===== src/rtl/wb_flash_cache.sv =====
// Read-only direct-mapped flash cache: hits ack 1 cycle after request, misses ack 1 cycle after m_ack_i.
// Upstream waits on wb_ack_o; at most one downstream read is outstanding.
module wb_flash_cache #(
    parameter int LINES  = 16,
    parameter int ADDR_W = 24
) (
    input  logic              wb_clk_i,
    input  logic              wb_rst_ni,
    input  logic [ADDR_W-1:0] wb_adr_i,
    input  logic              wb_cyc_i,
    input  logic              wb_stb_i,
    output logic [31:0]       wb_dat_o,
    output logic              wb_ack_o,
    output logic [ADDR_W-1:0] m_adr_o,
    output logic              m_cyc_o,
    output logic              m_stb_o,
    input  logic [31:0]       m_dat_i,
    input  logic              m_ack_i,
    input  logic              inv_i
);
    localparam int IDX_W = $clog2(LINES);
    localparam int TAG_W = ADDR_W - 2 - IDX_W;

    typedef enum logic [1:0] {IDLE, FILL, RESP} state_t;

    state_t           state, state_nxt;
    logic [LINES-1:0] valid;
    logic [TAG_W-1:0] tag_mem  [LINES];
    logic [31:0]      data_mem [LINES];

    logic [IDX_W-1:0] idx, fill_idx;
    logic [TAG_W-1:0] tag, fill_tag;
    logic             hit, req, serve_hit, start_fill, fill_done;
    logic             inv_seen, aborted;
    logic             unused_adr;

    assign idx        = wb_adr_i[2 +: IDX_W];
    assign tag        = wb_adr_i[ADDR_W-1:2+IDX_W];
    assign hit        = valid[idx] && (tag_mem[idx] == tag);
    assign unused_adr = ^wb_adr_i[1:0];

    always_comb begin
        state_nxt  = state;
        req        = 1'b0;
        serve_hit  = 1'b0;
        start_fill = 1'b0;
        fill_done  = 1'b0;
        case (state)
            IDLE: begin
                req = wb_cyc_i && wb_stb_i && !wb_ack_o;
                if (req && hit) begin
                    serve_hit = 1'b1;
                end else if (req) begin
                    start_fill = 1'b1;
                    state_nxt  = FILL;
                end
            end
            FILL: begin
                if (m_ack_i) begin
                    fill_done = 1'b1;
                    state_nxt = RESP;
                end
            end
            RESP:    state_nxt = IDLE;
            default: state_nxt = IDLE;
        endcase
    end

    always_ff @(posedge wb_clk_i or negedge wb_rst_ni) begin
        if (!wb_rst_ni) begin
            state <= IDLE;
        end else begin
            state <= state_nxt;
        end
    end

    always_ff @(posedge wb_clk_i or negedge wb_rst_ni) begin
        if (!wb_rst_ni) begin
            wb_ack_o <= 1'b0;
            wb_dat_o <= '0;
            m_cyc_o  <= 1'b0;
            m_stb_o  <= 1'b0;
            m_adr_o  <= '0;
            valid    <= '0;
            fill_idx <= '0;
            fill_tag <= '0;
            inv_seen <= 1'b0;
            aborted  <= 1'b0;
        end else begin
            wb_ack_o <= 1'b0;
            if (inv_i) begin
                valid <= '0;
            end
            if (serve_hit) begin
                wb_ack_o <= 1'b1;
                wb_dat_o <= data_mem[idx];
            end
            if (start_fill) begin
                m_cyc_o  <= 1'b1;
                m_stb_o  <= 1'b1;
                m_adr_o  <= {wb_adr_i[ADDR_W-1:2], 2'b00};
                fill_idx <= idx;
                fill_tag <= tag;
                inv_seen <= 1'b0;
                aborted  <= 1'b0;
            end
            if (state == FILL) begin
                if (inv_i) inv_seen <= 1'b1;
                if (!wb_cyc_i) aborted <= 1'b1;
            end
            // A fill that raced an invalidate is stored but left invalid.
            if (fill_done) begin
                m_cyc_o         <= 1'b0;
                m_stb_o         <= 1'b0;
                valid[fill_idx] <= !(inv_seen || inv_i);
                if (wb_cyc_i && !aborted) begin
                    wb_ack_o <= 1'b1;
                    wb_dat_o <= m_dat_i;
                end
            end
        end
    end

    always_ff @(posedge wb_clk_i) begin
        if (fill_done) begin
            data_mem[fill_idx] <= m_dat_i;
            tag_mem[fill_idx]  <= fill_tag;
        end
    end
endmodule

===== config.mk =====
export PLATFORM = sky130hd
export DESIGN_NAME = wb_flash_cache
export DESIGN_NICKNAME = d
export VERILOG_FILES = /design/src/rtl/wb_flash_cache.sv
export SDC_FILE = /design/constraint.sdc
export NUM_CORES = 1
export LEC_CHECK = 0
export ABC_AREA = 1
export CAP_MARGIN = 30
export CORE_MARGIN = 2
export CORE_UTILIZATION = 55
export CTS_BUF_LIST = sky130_fd_sc_hd__clkbuf_16
export DETAILED_ROUTE_END_ITERATION = 10
export GPL_TIMING_DRIVEN = 1
export PLACE_DENSITY = 0.76
export SLEW_MARGIN = 10
export SYNTH_ARGS = -nofsm -noshare
export SYNTH_HDL_FRONTEND = slang
export SYNTH_SLANG_ARGS = --single-unit

===== constraint.sdc =====
create_clock -name wb_clk_i -period 3.7 [get_ports wb_clk_i]
set_input_delay 0.555 -clock wb_clk_i [delete_from_list [all_inputs] [get_ports wb_clk_i]]
set_output_delay 0.555 -clock wb_clk_i [all_outputs]
set_load 0.01 [all_outputs]

After elaboration in Yosys (flattened, before gate mapping)
Memory sizes are Yosys's and may differ from the RTL's.
Cells that the tools add are included.
- flip-flop bits (word level): 98
- latch bits: 0
- memory bits (writable): 800
- ROM bits: 0
- bits of input ports: 62
- output and inout port bits: 59
- logic and storage cells: 67
- memories: 2
- memory list (name ; words ; bits a word ; rd ports ; clocked after Yosys merged registers in ; wr ports ; RTL line ; RTL):
    data_mem ; 16 ; 32 ; 1 ; 0 ; 1 ; 29 ; logic [31:0] data_mem [LINES];
    tag_mem ; 16 ; 18 ; 1 ; 0 ; 1 ; 28 ; logic [TAG_W-1:0] tag_mem [LINES];
- add/subtract/negate cells: 0
- multipliers: 0
- div/mod/pow operators: 0
- magnitude comparators: 3
- eq/ne operators: 5
- shifts and indexed selects: 0
- multiplexer cells: 34
- bitwise operators: 0
- reductions and logical operators: 13
- operators with widths (operator ; count):
    32-bit 2-to-1 mux ; 3
    16-bit 2-to-1 mux ; 2
    1-bit 2-to-1 mux ; 22
    18-bit equality test ; 1
    16-bit bitwise mux ; 1
    4-bit by 5-bit less-than comparator with 1-bit output, second input constant ; 2
    1-bit logical AND ; 6
    2-bit 2-to-1 mux ; 3
    2-bit inequality test, second input constant ; 3
    1-bit binary-select mux with 4-bit select ; 1
    1-bit demux with 4-bit select ; 1
    4-bit by 1-bit >= comparator with 1-bit output, second input constant ; 1
    2-bit case mux with 2 select lines ; 1
    1-bit zero test ; 3
    3-bit AND reduction ; 1
    2-bit by 1-bit equality test with 1-bit output, second input constant ; 1
    2-bit zero test ; 1
    2-bit nonzero test ; 1
    1-bit logical OR ; 1

Depth between registers and ports, before layout
Gate-level depths: netlist of the first run.
- word-level depth: 9
- mapped depth: 19
- mapped depth without buffers: 17

Worst setup path before layout of the first run
No wires, ideal clock.
- kind: input -> register
- start point: input m_ack_i
- end point: register valid[12]
- data arrival time: 3385 ps
- data required time: 3566 ps
- path slack: 181 ps
- stages: 7
- path buffers: 0
- path through: nand2_1 inv_1 nand3_1 nor2_1 inv_1 nand3_1 o21ai_0
- word-level cells in the longest chain between the ends: 3
- ends and longest elaborated chain (item ; RTL line ; RTL):
    from (decl) ; 18 ; input logic m_ack_i,
    1-bit 2-to-1 mux ; 59 ; if (m_ack_i) begin
    1-bit 2-to-1 mux ; 48 ; case (state)
    16-bit 2-to-1 mux ; 112 ; if (fill_done) begin
    to (signal, indexed assignment) ; 115 ; valid[fill_idx] <= !(inv_seen || inv_i);
    to (decl) ; 27 ; logic [LINES-1:0] valid;
No other way between the ends.
A chain may end at the register's enable or synchronous reset.

Final worst setup path of the first run
- start point: input wb_adr_i[3]
- end point: register wb_dat_o[31]
- word-level cells in the longest chain between the ends: 9
- elaborated cells on any way between the ends: 12
- classes of those cells: eq/ne: 1; mux: 7; reduce/logical: 2; memory: 2
- ends and longest elaborated chain (item ; RTL line ; RTL):
    from (decl) ; 9 ; input logic [ADDR_W-1:0] wb_adr_i,
    memory read 16 x 18 bit or 1-bit binary-select mux with 4-bit select (tied branches) ; -- ;
    18-bit equality test or 1-bit 2-to-1 mux (tied branches) ; 39 ; assign hit = valid[idx] && (tag_mem[idx] == tag);
    1-bit logical AND ; 39 ;
    1-bit logical AND ; 51 ; if (req && hit) begin
    1-bit 2-to-1 mux ; 51 ;
    1-bit 2-to-1 mux ; 48 ;
    32-bit 2-to-1 mux * ; 94 ; if (serve_hit) begin
    32-bit 2-to-1 mux ; 116 ; if (wb_cyc_i && !aborted) begin
    32-bit 2-to-1 mux * ; 112 ;
    to (signal assigned) ; 96 ; wb_dat_o <= data_mem[idx];
    to (signal assigned) ; 118 ; wb_dat_o <= m_dat_i;
    to (decl) ; 12 ; output logic [31:0] wb_dat_o,
Mark *: on every way between the ends. The rest lies on a longest branch, timed or not. The select of a mux whose other input is x is not followed.

==> results of run 1 <==
## placed cells by master (no fill, tap or decap), types with 19 or more instances in the layout
master	Yosys	layout
nand3_1	264	264
o21ai_0	332	332
buf_12	0	26
inv_1	200	212
edfxtp_1	800	800
nand2_1	544	544
buf_4	16	55
dfrtp_1	76	76
clkinv_2	0	19
o221ai_1	88	88
o22ai_1	36	36
a31oi_1	32	32
nor2_1	398	394
o21ai_1	36	36
clkbuf_16	0	86
clkdlybuf4s50_1	0	111
## final timing paths
path | end | depth (start not counted) | slack (ps) | from
worst max-delay path | wb_dat_o[31] | 16 | 990 | wb_adr_i[3]
worst min-delay path | aborted | 2 | 300 | wb_rst_ni
worst max register to register | data_mem[12][2] | 6 | 1190 | state[1]
worst min register to register | inv_seen | 2 | 490 | inv_seen
max in group asynchronous | wb_dat_o[8] | 3 | 2800 | wb_rst_ni
min in group wb_clk_i | inv_seen | 2 | 490 | inv_seen
## per-layer routing
| layer | vias up | global-route usage | share of wire |
|---|---|---|---|
| met5 | - | 0 | 0.00026 |
| met3 | 256 | 0.0468 | 0.10 |
| met2 | 1462 | 0.454 | 0.48 |
| met4 | 4 | 0.113 | 0.037 |
| met1 | 11900 | 0.371 | 0.38 |
| li1 | 10900 | - | - |
## flip-flops by register name (all words and copies together) (netlist names)
| signal | count |
|---|---|
| aborted | 1 |
| data_mem | 512 |
| fill_idx | 3 |
| fill_tag | 18 |
| inv_seen | 1 |
| m_adr_o | 1 |
| m_stb_o | 1 |
| state | 2 |
| tag_mem | 288 |
| valid | 16 |
| wb_ack_o | 1 |
| wb_dat_o | 32 |
## repair_timing
action,CTS,global route
hold buffers,0,1
endpoints found under the hold margin,0,2
setup endpoints to repair,0,0
## per-stage QoR
stage	total power [mW]	cells	hold slack [ps]	cell area, µm²	setup slack [ps]
2_1_floorplan	13.2	3041	259	35700	181
3_3_place_gp	14.4	3893	466	38000	435
3_5_place_dp	14.5	3893	480	38000	430
4_1_cts	22.6	4050	70.3	40600	1040
5_1_grt	23.3	4054	301	40700	785
6_report	22.5	4054	304	40700	988
## power by group through the flow
stage	logic, mW	clock network [mW]	registers [mW]
after floorplan	1.11	0	12.1
after global placement	2.29	0	12.1
after detailed placement	2.36	0	12.1
after CTS	2.38	8.26	11.9
after global routing	2.62	8.64	12.0
final	2.39	8.20	11.9
## cell type report
type	count	area, µm²	area share
flip-flops and latches	876	25900	0.637
multi-input cells	1765	8180	0.201
clock buffers	86	2150	0.0528
repair buffers	196	2120	0.0522
well taps	855	1070	0.0263
inverters	205	783	0.0192
clock inverters	71	489	0.0120
## critical path, delay by kind of cell
kind	cells	cell delay, ps
AND/OR/NAND/NOR	12	1600
buffers and inverters	4	860
## cell families (layout without fill, tap and decap cells)
group | Yosys count | count (layout)
multiplexers | 2 | 2
AND/OR/NAND/NOR | 1218 | 1218
AO/OA/AOI/OAI | 543 | 543
other | 1 | 2
flip-flops | 876 | 876
buffers and inverters | 400 | 558
==> reports/results.tsv, run 1 <==
metric	value	unit
setup_viol	0	
clk_latency	660	ps
endpoint_kind	flop	
synth_simple_gate_area_frac	0.138	
cts_resized	0	
hold_violations	0	
synth_xor_area_frac	0	
io_buffers	116	
grt_util_all_layers	0.277	
grt_overflow_total	0	
grt_pass1_vias	24000	
core	64300	µm²
drtPass1Iterations	6	
p_leak	15.0	nW
synth_top_family_by_area	simple AND/OR/NAND/NOR gates	
combPwrFrac	0.106	
wl_per_cell	23.0	µm
synth_cells	3040	
worstHoldPathType	in2async	
htree_num_levels	3	
clockRootBuffer	clkbuf_16	
worst_ep_arrival_time	3240	ps
cts.reportedPaths.clkPinSlew	60	ps
worst_path_largest_cell_delay	410	ps
die_area	67000	µm²
worstSetupPathType	in2reg	
yosysWarningCount	0	
die_width	259	µm
cts_tree	yes	
tightest_slew	764	ps
yosysSeqAreaShare	0.726	
synthAdderAreaFrac	0	
crit_top_cell	nand3_1	
post_cts_buffers	0	
routed-via-count	24500	
switching_power	5.59	mW
vdd_ir_drop_max	0.441	mV
cp_max_fo	124	
max_freq	369	MHz
p_sw_frac	0.248	
drc	0	
rsz0062_at_grt	false	
ys.flop_type	edfxtp_1	
synth_area_leaders	edfxtp_1, nand2_1, dfrtp_1, o21ai_0, nor2_1	
async_flop_share	0.0868	
maxCapViolCount	0	
die-height	259	µm
cts-buffers-inserted	85	
synth_seq_cells	876	
nFillCells	4605	
drive_gt1_frac	0.0710	
synth_compound_area_frac	0.0887	
grt_pass1_wl	140000	µm
post-route-period-util	0.733	
synth_edf_count	800	
ant_nets	0	
critPathSlowestCell	buf_12	
antenna_found_initial	3	
drtIter0Drc	3352	
fin_crit	2710	ps
power_density	553	nW/µm²
place_hpwl	48300	µm
final_util	0.633	
maxSlewViolCount	0	
start_util	0.555	
crit_path_start_kind	primary input	
num_rows	93	
syn_area_per_cell	11.7	µm²
clkPwrFrac	0.364	
critPathRequiredTime	4230	ps
setup-tns-final	0	ps
ioPinCount	121	
maxSlewHeadroom	0.491	
synthDistinctLibCells	31	
yosysTopAreaCell	edfxtp_1	
status	completed	
netlist_area	35700	µm²
crit_chain	buf_4, buf_12, nand3_1, nand3_1, nand3_1, nand3_1, nand2_1, inv_1, nand2_1, nor2_1, nand3_1, nor2_4, buf_12, nand3_1, nand3_1, nand2_1	
nets	3191	
finClkSkew	36.9	ps
yosys-top-cells-count	edfxtp_1, nand2_1, nor2_1	
place_congestion	0.854	
p_int	17.0	mW
routed_wl	93100	µm
syn_to_final_growth	14.0	%
synth.most_common_cell	edfxtp_1	
synthMuxAreaShare	0.000561	
grt_max_degree	125	
viasPerCell	6.05	
cts_buffer_depth	3	
pwr-share-seq	0.530	
yosys.area.top_type_share	0.673	
n_antenna_cell	0	
cts_sinks	876	
No activity file was read; power rests on OpenSTA's default activity.
==> run 2: changes to the inputs <==
Clock period 3.7 ns to 2.41 ns, I/O delays scaled along.
==> reports/results.tsv, run 2 (same netlist as run 1, synthesis figures left out) <==
metric	value	unit	change
routed-via-count	25200		+2.6%
die-height	259	µm	unchanged
die_area	67000	µm²	unchanged
worst_path_largest_cell_delay	340	ps	-70 ps
wl_per_cell	23.4	µm	+1.7%
crit_top_cell	nand2_1		
hold_slack	280	ps	-23.6 ps
grt_max_degree	145		+16%
grt_pass1_wl	144000	µm	+2.9%
drtIter0Drc	3085		-8.0%
num_rows	93		unchanged
maxSlewHeadroom	0.355		-0.136
crit_buf_inv	4		unchanged
p_leak	15.5	nW	+3.8%
final_cell_mix	edfxtp_1, nand2_1, nor2_1		
maxSlewViolCount	0		unchanged
drc	0		unchanged
setup-tns-final	0	ps	unchanged
final_common_cell	edfxtp_1		
clk_latency	650	ps	about the same
largest_register_ffs	512		unchanged
core	64300	µm²	unchanged
die_width	259	µm	unchanged
cp_max_fo	6		-95%
place_congestion	0.862		+0.98%
final_cell_area	42200	µm²	+3.7%
nets	3268		+2.4%
worstSetupPathType	reg2reg		
nFillCells	4484		-2.6%
grt_pass1_vias	24800		+3.4%
crit_path_start_kind	flop		
use_met1	0.373		+0.00287
crit_chain	inv_1, nand2_1, nand3_2, nand3_1, nand3_2, nand3_1, nand2_1, nor2_1, nand2_1, nor2_2, nand2_2, buf_6, o21ai_4, buf_12, clkbuf_16, nand2_1, o21ai_1		
drive_gt1_frac	0.106		+0.0354
ant_nets	0		unchanged
clockRootBuffer	clkbuf_16		
post-route-period-util	0.976		
grt_util_all_layers	0.284		+0.00752
htree_num_levels	3		unchanged
setup_viol	0		unchanged
ioPinCount	121		unchanged
grt_overflow_total	0		unchanged
crit_family	simple AND/OR/NAND/NOR gates		
rsz0062_at_grt	true		
post_dp_cell_area	39000	µm²	+2.6%
endpoint_kind	flop		
tightest_slew	967	ps	+203 ps
io_buffers	116		unchanged
place_hpwl	51200	µm	+6.0%
worstHoldPathType	in2async		
syn_to_final_growth	18.2	%	
maxCapViolCount	0		unchanged
finClkSkew	20.7	ps	-16.2 ps
cts.reportedPaths.clkPinSlew	60	ps	about the same
cts_sinks	876		unchanged
drtPass1Iterations	6		unchanged
cts_tree	yes		
top_register	data_mem		
vdd_ir_drop_max	0.775	mV	+76%
critPathRequiredTime	2970	ps	-1260 ps
gr-usage-met3	0.0498		+0.00303
hold_violations	0		unchanged
max_freq	425	MHz	
status	completed		
antenna_found_initial	4		+1
met2_usage	0.464		+0.00988
biggestRegsByFlops	data_mem x512, tag_mem x288, wb_dat_o x32		
critPathSlowestCell	edfxtp_1		
cts_buffer_depth	3		unchanged
grt_most_used_layer	met2		
viasPerCell	6.09		+0.52%
routed_wl	96600	µm	+3.8%
power_density	854	nW/µm²	+54%
cts-buffers-inserted	87		+2.4%
worst_ep_arrival_time	2910	ps	-330 ps
start_util	0.555		unchanged
r2r_slack	60	ps	-1130 ps
fin_crit	2350	ps	
==> run 2: cell count changes in the layout (fill, tap and decap cells not counted), moves of 14 or more <==
cell / before / now
nand3_2: 0 / 15
buf_4: 55 / 90
clkinvlp_4: 1 / 15
nand3_1: 264 / 249
buf_12: 26 / 61
==> run 2: where the power goes <==
| part | switching [mW] | internal (mW) |
|---|---|---|
| logic | 2.45 | 1.68 |
| registers | 0.591 | 17.6 |
| clock network | 5.69 | 8.07 |
| total | 8.73 | 27.3 |
==> run 2: layout make-up <==
cell class / instances / area (µm²) / area share
sequential: 876 / 25900 / 0.614
multi-input combinational: 1765 / 8310 / 0.197
timing repair buffer: 271 / 3170 / 0.0750
clock buffer: 88 / 2200 / 0.0521
tap: 855 / 1070 / 0.0253
inverter: 205 / 817 / 0.0193
clock inverter: 75 / 727 / 0.0172
antenna: 2 / 5.00 / 0.000119
==> run 2: path summary, 6_finish.rpt <==
check	startpoint	end	cells past startpoint
setup / recovery	tag_mem[7][5]	m_adr_o[5]	17
hold / removal	wb_rst_ni	wb_dat_o[20]	2
setup reg to reg	tag_mem[7][5]	m_adr_o[5]	17
hold reg to reg	inv_seen	inv_seen	2
max in group asynchronous	wb_rst_ni	fill_tag[6]	3
min in group wb_clk_i	wb_adr_i[2]	fill_idx[0]	4
==> run 2: layer usage <==
metal,wire [µm],up-vias
li1,-,11100
met1,35400,12200
met2,46800,1555
met3,9670,320
met4,4670,4
met5,27,-
==> run 2: per-stage QoR <==
step           total power [mW]  setup slack [ps]  cells   util
3_5_place_dp               22.5              -278   3962  0.606
4_1_cts                    36.1             0.967   4126  0.651
2_1_floorplan              20.3              -259   3041      -
6_report                   36.1              57.1   4137  0.656
3_3_place_gp               22.3              -309   3962  0.606
5_1_grt                    37.2             -65.6   4136  0.656
==> run 2: what timing repair did <==
| item | 4_1_cts | 5_1_grt |
|---|---|---|
| hold buffers | 1 | 0 |
| pin swaps | 0 | 15 |
| gates cloned | 0 | 6 |
| resized for setup | 1 | 43 |
| hold endpoints to repair | 36 | 0 |
| endpoints found under the setup margin | 1 | 60 |
| buffers inserted | 0 | 3 |
==> run 2: worst register-to-register path, delay by kind of cell (launching register included) <==
kind | cells | cell delay [ps]
simple gates | 11 | 1120
compound gates | 2 | 320
flops | 1 | 340
buf+inv | 4 | 490
